[src/rtl/sm4_req_arbiter_if.sv]
// sm4_req_arbiter_if: requester, encryptor and status signals of sm4_req_arbiter.
// The master modport is the arbiter side; the slave modport is the requester/encryptor side.
interface sm4_req_arbiter_if #(
  parameter int num_req_p    = 4,
  parameter int group_size_p = 128
);
  localparam int id_width_lp = $clog2(num_req_p);
  logic [num_req_p-1:0]                   req_v_i;
  logic [num_req_p-1:0]                   req_ready_o;
  logic [num_req_p-1:0][group_size_p-1:0] req_content_i;
  logic [num_req_p-1:0][group_size_p-1:0] req_key_i;
  logic [num_req_p-1:0]                   req_decode_i;
  logic [num_req_p-1:0]                   resp_v_o;
  logic [group_size_p-1:0]                resp_crypt_o;
  logic [num_req_p-1:0]                   resp_yumi_i;
  logic [group_size_p-1:0]                enc_content_o;
  logic [group_size_p-1:0]                enc_key_o;
  logic                                   enc_decode_o;
  logic                                   enc_v_o;
  logic                                   enc_ready_i;
  logic [group_size_p-1:0]                enc_crypt_i;
  logic                                   enc_v_i;
  logic                                   enc_yumi_o;
  logic                                   enc_invalid_cache_o;
  logic [id_width_lp-1:0]                 grant_id_o;
  logic                                   busy_o;
  modport master (
    input  req_v_i, req_content_i, req_key_i, req_decode_i, resp_yumi_i,
           enc_ready_i, enc_crypt_i, enc_v_i,
    output req_ready_o, resp_v_o, resp_crypt_o, enc_content_o, enc_key_o,
           enc_decode_o, enc_v_o, enc_yumi_o, enc_invalid_cache_o, grant_id_o, busy_o
  );
  modport slave (
    output req_v_i, req_content_i, req_key_i, req_decode_i, resp_yumi_i,
           enc_ready_i, enc_crypt_i, enc_v_i,
    input  req_ready_o, resp_v_o, resp_crypt_o, enc_content_o, enc_key_o,
           enc_decode_o, enc_v_o, enc_yumi_o, enc_invalid_cache_o, grant_id_o, busy_o
  );
endinterface

[src/rtl/sm4_req_arbiter.sv]
// sm4_req_arbiter: round-robin sharing of one sm4_encryptor among num_req_p requesters.
// Define SM4_ARB_FLUSH_EN to flush the encryptor cache whenever the served requester changes.
module sm4_req_arbiter #(
  parameter int num_req_p    = 4,
  parameter int group_size_p = 128
) (
  input logic               clk_i,
  input logic               reset_ni,
  sm4_req_arbiter_if.master bus
);
  localparam int id_width_lp = $clog2(num_req_p);
  typedef enum logic [2:0] {S_IDLE, S_FLUSH, S_ISSUE, S_BUSY, S_RESP} state_e;
  state_e                  r_state, w_next;
  logic [id_width_lp-1:0]  r_rr, r_grant, w_winner, w_cand;
  logic [group_size_p-1:0] r_content, r_key, r_result;
  logic                    r_decode, w_found, w_flush, w_enc_v, w_yumi;
  logic [num_req_p-1:0]    w_ready, w_resp_v;
  // Walk downward so the last hit is the one nearest the round-robin pointer.
  always_comb begin
    w_winner = r_rr;
    w_found  = 1'b0;
    w_cand   = r_rr;
    for (int i = num_req_p - 1; i >= 0; i--) begin
      w_cand = id_width_lp'((int'(r_rr) + i) % num_req_p);
      if (bus.req_v_i[w_cand]) begin
        w_winner = w_cand;
        w_found  = 1'b1;
      end
    end
  end
`ifdef SM4_ARB_FLUSH_EN
  logic [id_width_lp-1:0] r_last_id;
  logic                   r_last_valid;
  always_ff @(posedge clk_i or negedge reset_ni)
    if (!reset_ni) begin
      r_last_id    <= '0;
      r_last_valid <= 1'b0;
    end else if (r_state == S_RESP && bus.resp_yumi_i[r_grant]) begin
      r_last_id    <= r_grant;
      r_last_valid <= 1'b1;
    end
  assign w_flush                 = r_last_valid && (w_winner != r_last_id);
  assign bus.enc_invalid_cache_o = (r_state == S_FLUSH);
`else
  assign w_flush                 = 1'b0;
  assign bus.enc_invalid_cache_o = 1'b0;
`endif
  always_comb begin
    w_next   = r_state;
    w_ready  = '0;
    w_resp_v = '0;
    w_enc_v  = 1'b0;
    w_yumi   = 1'b0;
    unique case (r_state)
      S_IDLE: if (w_found) begin
        w_ready[w_winner] = 1'b1;
        w_next            = w_flush ? S_FLUSH : S_ISSUE;
      end
      S_FLUSH: w_next = S_ISSUE;
      S_ISSUE: begin
        w_enc_v = 1'b1;
        w_next  = bus.enc_ready_i ? S_BUSY : S_ISSUE;
      end
      S_BUSY: begin
        w_yumi = bus.enc_v_i;
        w_next = bus.enc_v_i ? S_RESP : S_BUSY;
      end
      S_RESP: begin
        w_resp_v[r_grant] = 1'b1;
        w_next            = bus.resp_yumi_i[r_grant] ? S_IDLE : S_RESP;
      end
      default: w_next = S_IDLE;
    endcase
  end
  // Operands are held from grant to completion since the encryptor samples them late.
  always_ff @(posedge clk_i or negedge reset_ni)
    if (!reset_ni) begin
      r_state   <= S_IDLE;
      r_rr      <= '0;
      r_grant   <= '0;
      r_content <= '0;
      r_key     <= '0;
      r_decode  <= 1'b0;
      r_result  <= '0;
    end else begin
      r_state <= w_next;
      if (r_state == S_IDLE && w_found) begin
        r_content <= bus.req_content_i[w_winner];
        r_key     <= bus.req_key_i[w_winner];
        r_decode  <= bus.req_decode_i[w_winner];
        r_grant   <= w_winner;
      end
      if (r_state == S_BUSY && bus.enc_v_i)
        r_result <= bus.enc_crypt_i;
      if (r_state == S_RESP && bus.resp_yumi_i[r_grant])
        r_rr <= (int'(r_grant) == num_req_p - 1) ? '0 : r_grant + 1'b1;
    end
  assign bus.req_ready_o   = w_ready;
  assign bus.resp_v_o      = w_resp_v;
  assign bus.resp_crypt_o  = (r_state == S_RESP) ? r_result : '0;
  assign bus.enc_content_o = r_content;
  assign bus.enc_key_o     = r_key;
  assign bus.enc_decode_o  = r_decode;
  assign bus.enc_v_o       = w_enc_v;
  assign bus.enc_yumi_o    = w_yumi;
  assign bus.grant_id_o    = r_grant;
  assign bus.busy_o        = (r_state != S_IDLE);
endmodule

[src/flat_wrapper.sv]
// flat-port wrapper written by rule: the top's interface ports become plain ports
module sm4_req_arbiter_flat 
#(
  parameter int num_req_p    = 4,
  parameter int group_size_p = 128
)
  (clk_i, reset_ni, bus_req_v_i, bus_req_content_i, bus_req_key_i, bus_req_decode_i, bus_resp_yumi_i, bus_enc_ready_i, bus_enc_crypt_i, bus_enc_v_i, bus_req_ready_o, bus_resp_v_o, bus_resp_crypt_o, bus_enc_content_o, bus_enc_key_o, bus_enc_decode_o, bus_enc_v_o, bus_enc_yumi_o, bus_enc_invalid_cache_o, bus_grant_id_o, bus_busy_o);
  sm4_req_arbiter_if #(.num_req_p(num_req_p), .group_size_p(group_size_p)) bus_i ();
  input logic clk_i;
  input logic reset_ni;
  input wire logic [$bits(bus_i.req_v_i)-1:0] bus_req_v_i;
  input wire logic [$bits(bus_i.req_content_i)-1:0] bus_req_content_i;
  input wire logic [$bits(bus_i.req_key_i)-1:0] bus_req_key_i;
  input wire logic [$bits(bus_i.req_decode_i)-1:0] bus_req_decode_i;
  input wire logic [$bits(bus_i.resp_yumi_i)-1:0] bus_resp_yumi_i;
  input wire logic [$bits(bus_i.enc_ready_i)-1:0] bus_enc_ready_i;
  input wire logic [$bits(bus_i.enc_crypt_i)-1:0] bus_enc_crypt_i;
  input wire logic [$bits(bus_i.enc_v_i)-1:0] bus_enc_v_i;
  output wire logic [$bits(bus_i.req_ready_o)-1:0] bus_req_ready_o;
  output wire logic [$bits(bus_i.resp_v_o)-1:0] bus_resp_v_o;
  output wire logic [$bits(bus_i.resp_crypt_o)-1:0] bus_resp_crypt_o;
  output wire logic [$bits(bus_i.enc_content_o)-1:0] bus_enc_content_o;
  output wire logic [$bits(bus_i.enc_key_o)-1:0] bus_enc_key_o;
  output wire logic [$bits(bus_i.enc_decode_o)-1:0] bus_enc_decode_o;
  output wire logic [$bits(bus_i.enc_v_o)-1:0] bus_enc_v_o;
  output wire logic [$bits(bus_i.enc_yumi_o)-1:0] bus_enc_yumi_o;
  output wire logic [$bits(bus_i.enc_invalid_cache_o)-1:0] bus_enc_invalid_cache_o;
  output wire logic [$bits(bus_i.grant_id_o)-1:0] bus_grant_id_o;
  output wire logic [$bits(bus_i.busy_o)-1:0] bus_busy_o;
  assign bus_i.req_v_i = bus_req_v_i;
  assign bus_i.req_content_i = bus_req_content_i;
  assign bus_i.req_key_i = bus_req_key_i;
  assign bus_i.req_decode_i = bus_req_decode_i;
  assign bus_i.resp_yumi_i = bus_resp_yumi_i;
  assign bus_i.enc_ready_i = bus_enc_ready_i;
  assign bus_i.enc_crypt_i = bus_enc_crypt_i;
  assign bus_i.enc_v_i = bus_enc_v_i;
  assign bus_req_ready_o = bus_i.req_ready_o;
  assign bus_resp_v_o = bus_i.resp_v_o;
  assign bus_resp_crypt_o = bus_i.resp_crypt_o;
  assign bus_enc_content_o = bus_i.enc_content_o;
  assign bus_enc_key_o = bus_i.enc_key_o;
  assign bus_enc_decode_o = bus_i.enc_decode_o;
  assign bus_enc_v_o = bus_i.enc_v_o;
  assign bus_enc_yumi_o = bus_i.enc_yumi_o;
  assign bus_enc_invalid_cache_o = bus_i.enc_invalid_cache_o;
  assign bus_grant_id_o = bus_i.grant_id_o;
  assign bus_busy_o = bus_i.busy_o;
  sm4_req_arbiter #(.num_req_p(num_req_p), .group_size_p(group_size_p)) u_core (.clk_i(clk_i), .reset_ni(reset_ni), .bus(bus_i));
endmodule
[config.mk]
export PLATFORM = sky130hd
export DESIGN_NAME = sm4_req_arbiter_flat
export DESIGN_NICKNAME = d
export VERILOG_FILES = /design/src/rtl/sm4_req_arbiter_if.sv /design/src/rtl/sm4_req_arbiter.sv /design/src/flat_wrapper.sv
export SDC_FILE = /design/constraint.sdc
export NUM_CORES = 1
export LEC_CHECK = 0
export BUFFER_PORTS_ARGS = -buffer_cell sky130_fd_sc_hd__buf_4
export CORE_AREA = 4 4 609 611
export DETAILED_ROUTE_END_ITERATION = 7
export DIE_AREA = 0 0 613 615
export GPL_TIMING_DRIVEN = 1
export PLACE_DENSITY_LB_ADDON = 0.1
export SLEW_MARGIN = 0
export SYNTH_ARGS = -nofsm -noshare
export SYNTH_HDL_FRONTEND = slang
export SYNTH_SLANG_ARGS = --single-unit
[constraint.sdc]
create_clock -name clk_i -period 2.1 [get_ports clk_i]
set_clock_uncertainty 0.1 [all_clocks]
set_input_delay 0.105 -clock clk_i [delete_from_list [all_inputs] [get_ports clk_i]]
set_output_delay 0.105 -clock clk_i [all_outputs]
set_load 0.05 [all_outputs]
==> reports/qor.yml <==
slowest_stage: "dfrtp_4"
die-area_mm2: 0.377
utilization_pct: 18.1
yosys_warnings: 0
p_leak_nw: 29.4
failed_checks: "setup timing"
synth_common_cells: "mux2i_1 (515), dfrtp_1 (392), nand2_1 (388)"
clkLatencyLatePin_ns: 0.80
synth_top_area_share_pct: 41.5
avgSynthCellArea_um2: 10.8
drive_gt1_share_pct: 50.5
grt_antenna_before_repair: 80
rsz0062_at_grt: "yes"
grt_max_degree: 70
routed_wl_um: 266000
synth-edff-count: 0
firstDrtPassIters: 4
ioPinCount: 1567
grt-ovfl-total: 0
ys_types: 39
max_cap_viol_count: 0
clk_pin_slew_worst_paths_ns: 0.06
final.min_clock_period_ns: 2.61
synth_seq_area_share_pct: 41.5
drc: 0
place_congestion: 0.823
first_global_vias: 35400
synth-seq-cells: 392
drv_slew: 0
worst_pin_slew_ns: 0.604
synthTopCellsByArea: "dfrtp_1 (42%), mux2i_1 (22%), a221oi_2 (15%)"
clockBufferDepth: 4
max_slew_margin_pct: 59.7
min-delay-path-class: "in2reg"
netlist_area_mm2: 0.0236
ctsHtreeMaxLevel: 3
finalWorstSetupSlack_ns: -0.511
syn_to_final_growth_pct: 180
start_util_pct: 6.47
grt_pass1_wl_um: 339000
fin_crit_sh_pct: 124
synth_top_flop_cell: "dfrtp_1"
synth.net_count: 3360
slowest_delay_ns: 0.48
layout.nets: 6644
antenna_left: 0
clkSinkCount: 392
hold_slack_ns: 0.0208
finalSetupViolations: 423
yosys.area.top_type: "dfrtp_1"
p_per_area_mw_per_mm2: 1160
cts_inserted_buffers: 72
cp-start-kind: "flop"
cts_tree: "done"
dpl.hpwl_um: 205000
wire_per_inst_um: 25.7
worstPathArrival_ns: 2.41
path_cells: "or3_4, buf_6, nor2_4, buf_12, and3_4, buf_12"
tns_ns: -134.57
required_ns: 1.89
io_buffers: 1565
yosysMostFrequentCell: "mux2i_1"
rows: 222
async_reset_ff_share_pct: 100
cpMostUsedCell: "buf_12"
critPathKind: "reg2out"
chipWidth_um: 613
dr_total_vias: 31500
fmax_mhz: 383
core_area_mm2: 0.365
root_buffer: "clkbuf_16"
fp.dieH_um: 615
synthCells: 2188
drt_iter0_drc: 1238
path_max_fanout: 3
avgViaCountPerCell: 3.04
track_usage_pct: 13.3
hold_viol_final: 0
fin_total_pwr_mw: 76.8
status: "finished, violations left"
ir_drop_v: 0.000505
worstSetupEndpointType: "output pin"
==> flip-flops by register name, summed over array words and instances, names as in the netlist <==
signal and count:
u_core.r_rr 2, u_core.bus.enc_key_o 128, u_core.bus.grant_id_o 2, u_core.bus.enc_decode_o 1, u_core.r_result 128, u_core.bus.enc_content_o 128, u_core.r_state 3
==> metrics by stage <==
| step | instances | setup WS, ns | instance area (um2) |
|---|---|---|---|
| 2_1_floorplan | 2188 | -0.0344 | 23600 |
| 3_3_place_gp | 8743 | -0.977 | 43700 |
| 3_5_place_dp | 8743 | -0.886 | 43700 |
| 4_1_cts | 10300 | -0.675 | 64000 |
| 5_1_grt | 10300 | -0.641 | 66200 |
| 6_report | 10400 | -0.511 | 66200 |
==> power breakdown <==
group	total (mW)	switching (mW)	internal (mW)
Combinational	50.7	28.9	21.8
Clock	11.9	4.95	6.91
Sequential	14.3	3.08	11.2
==> routing by layer <==
layer	wire [um]	track usage (%)
met2	133000	23.6
met3	14300	2.98
met1	112000	16.2
met4	6510	2.92
met5	204	0
==> critical path: cells and delay by family, from the launching register on <==
| family | cells | cell delay, ns |
|---|---|---|
| AND/OR/NAND/NOR | 3 | 0.72 |
| buffers and inverters | 3 | 0.40 |
| flip-flops | 1 | 0.48 |
==> timing repair <==
item                                    4_1_cts  5_1_grt
setup buffers                               108       66
hold endpoints to repair                    780        0
gates resized for setup                     685      356
hold buffers                               1262        0
endpoints found under the setup margin      400      491
cloned                                       56       27
pin swaps                                    99      174
==> logic make-up after synthesis <==
logic type               count (synthesis)  share of synthesized area [%]
AO/OA/AOI/OAI                          269                           16.1
flip-flops                             392                           41.5
buffers and inverters                  205                           5.84
other                                    1                         0.0159
multiplexers                           517                           22.0
AND/OR/NAND/NOR                        800                           14.4
adder cells (fa/ha/maj)                  4                          0.212
==> worst paths after layout <==
path / startpoint / endpoint / slack [ns] / cells after the start
min in group asynchronous: reset_ni / u_core.r_result[10] / 0.58 / 4
worst max-delay path: u_core.r_state[2] / bus_req_ready_o[0] / -0.51 / 6
max in group asynchronous: reset_ni / u_core.bus.enc_content_o[123] / 0.69 / 5
worst min-delay path: bus_enc_crypt_i[13] / u_core.r_result[13] / 0.02 / 4
worst min register to register: u_core.r_result[54] / u_core.r_result[54] / 0.38 / 2
worst max register to register: u_core.r_rr[1] / u_core.bus.enc_key_o[51] / -0.44 / 13
==> layout make-up <==
| type | count | area (um2) |
|---|---|---|
| diodes | 35 | 87.6 |
| inverters | 4 | 28.8 |
| multi-input cells | 1591 | 14500 |
| well taps | 4816 | 6030 |
| repair buffers | 3411 | 33600 |
| flip-flops and latches | 392 | 9820 |
| fillers | 40600 | 299000 |
| clock buffers | 103 | 2070 |
| clock inverters | 9 | 92.6 |
==> cells in the final DEF, fill, tap and decap left out, types with 112 or more instances in the layout <==
cell type      instances
dlygate4sd3_1       1261
nor2_1               258
dfrtp_1              389
buf_4               1721
and3_4               134
mux2i_1              394
buf_12               160
buf_8                112
nand2_1              385
a221oi_2             236
Note: power is estimated with default switching activity, not from simulation.
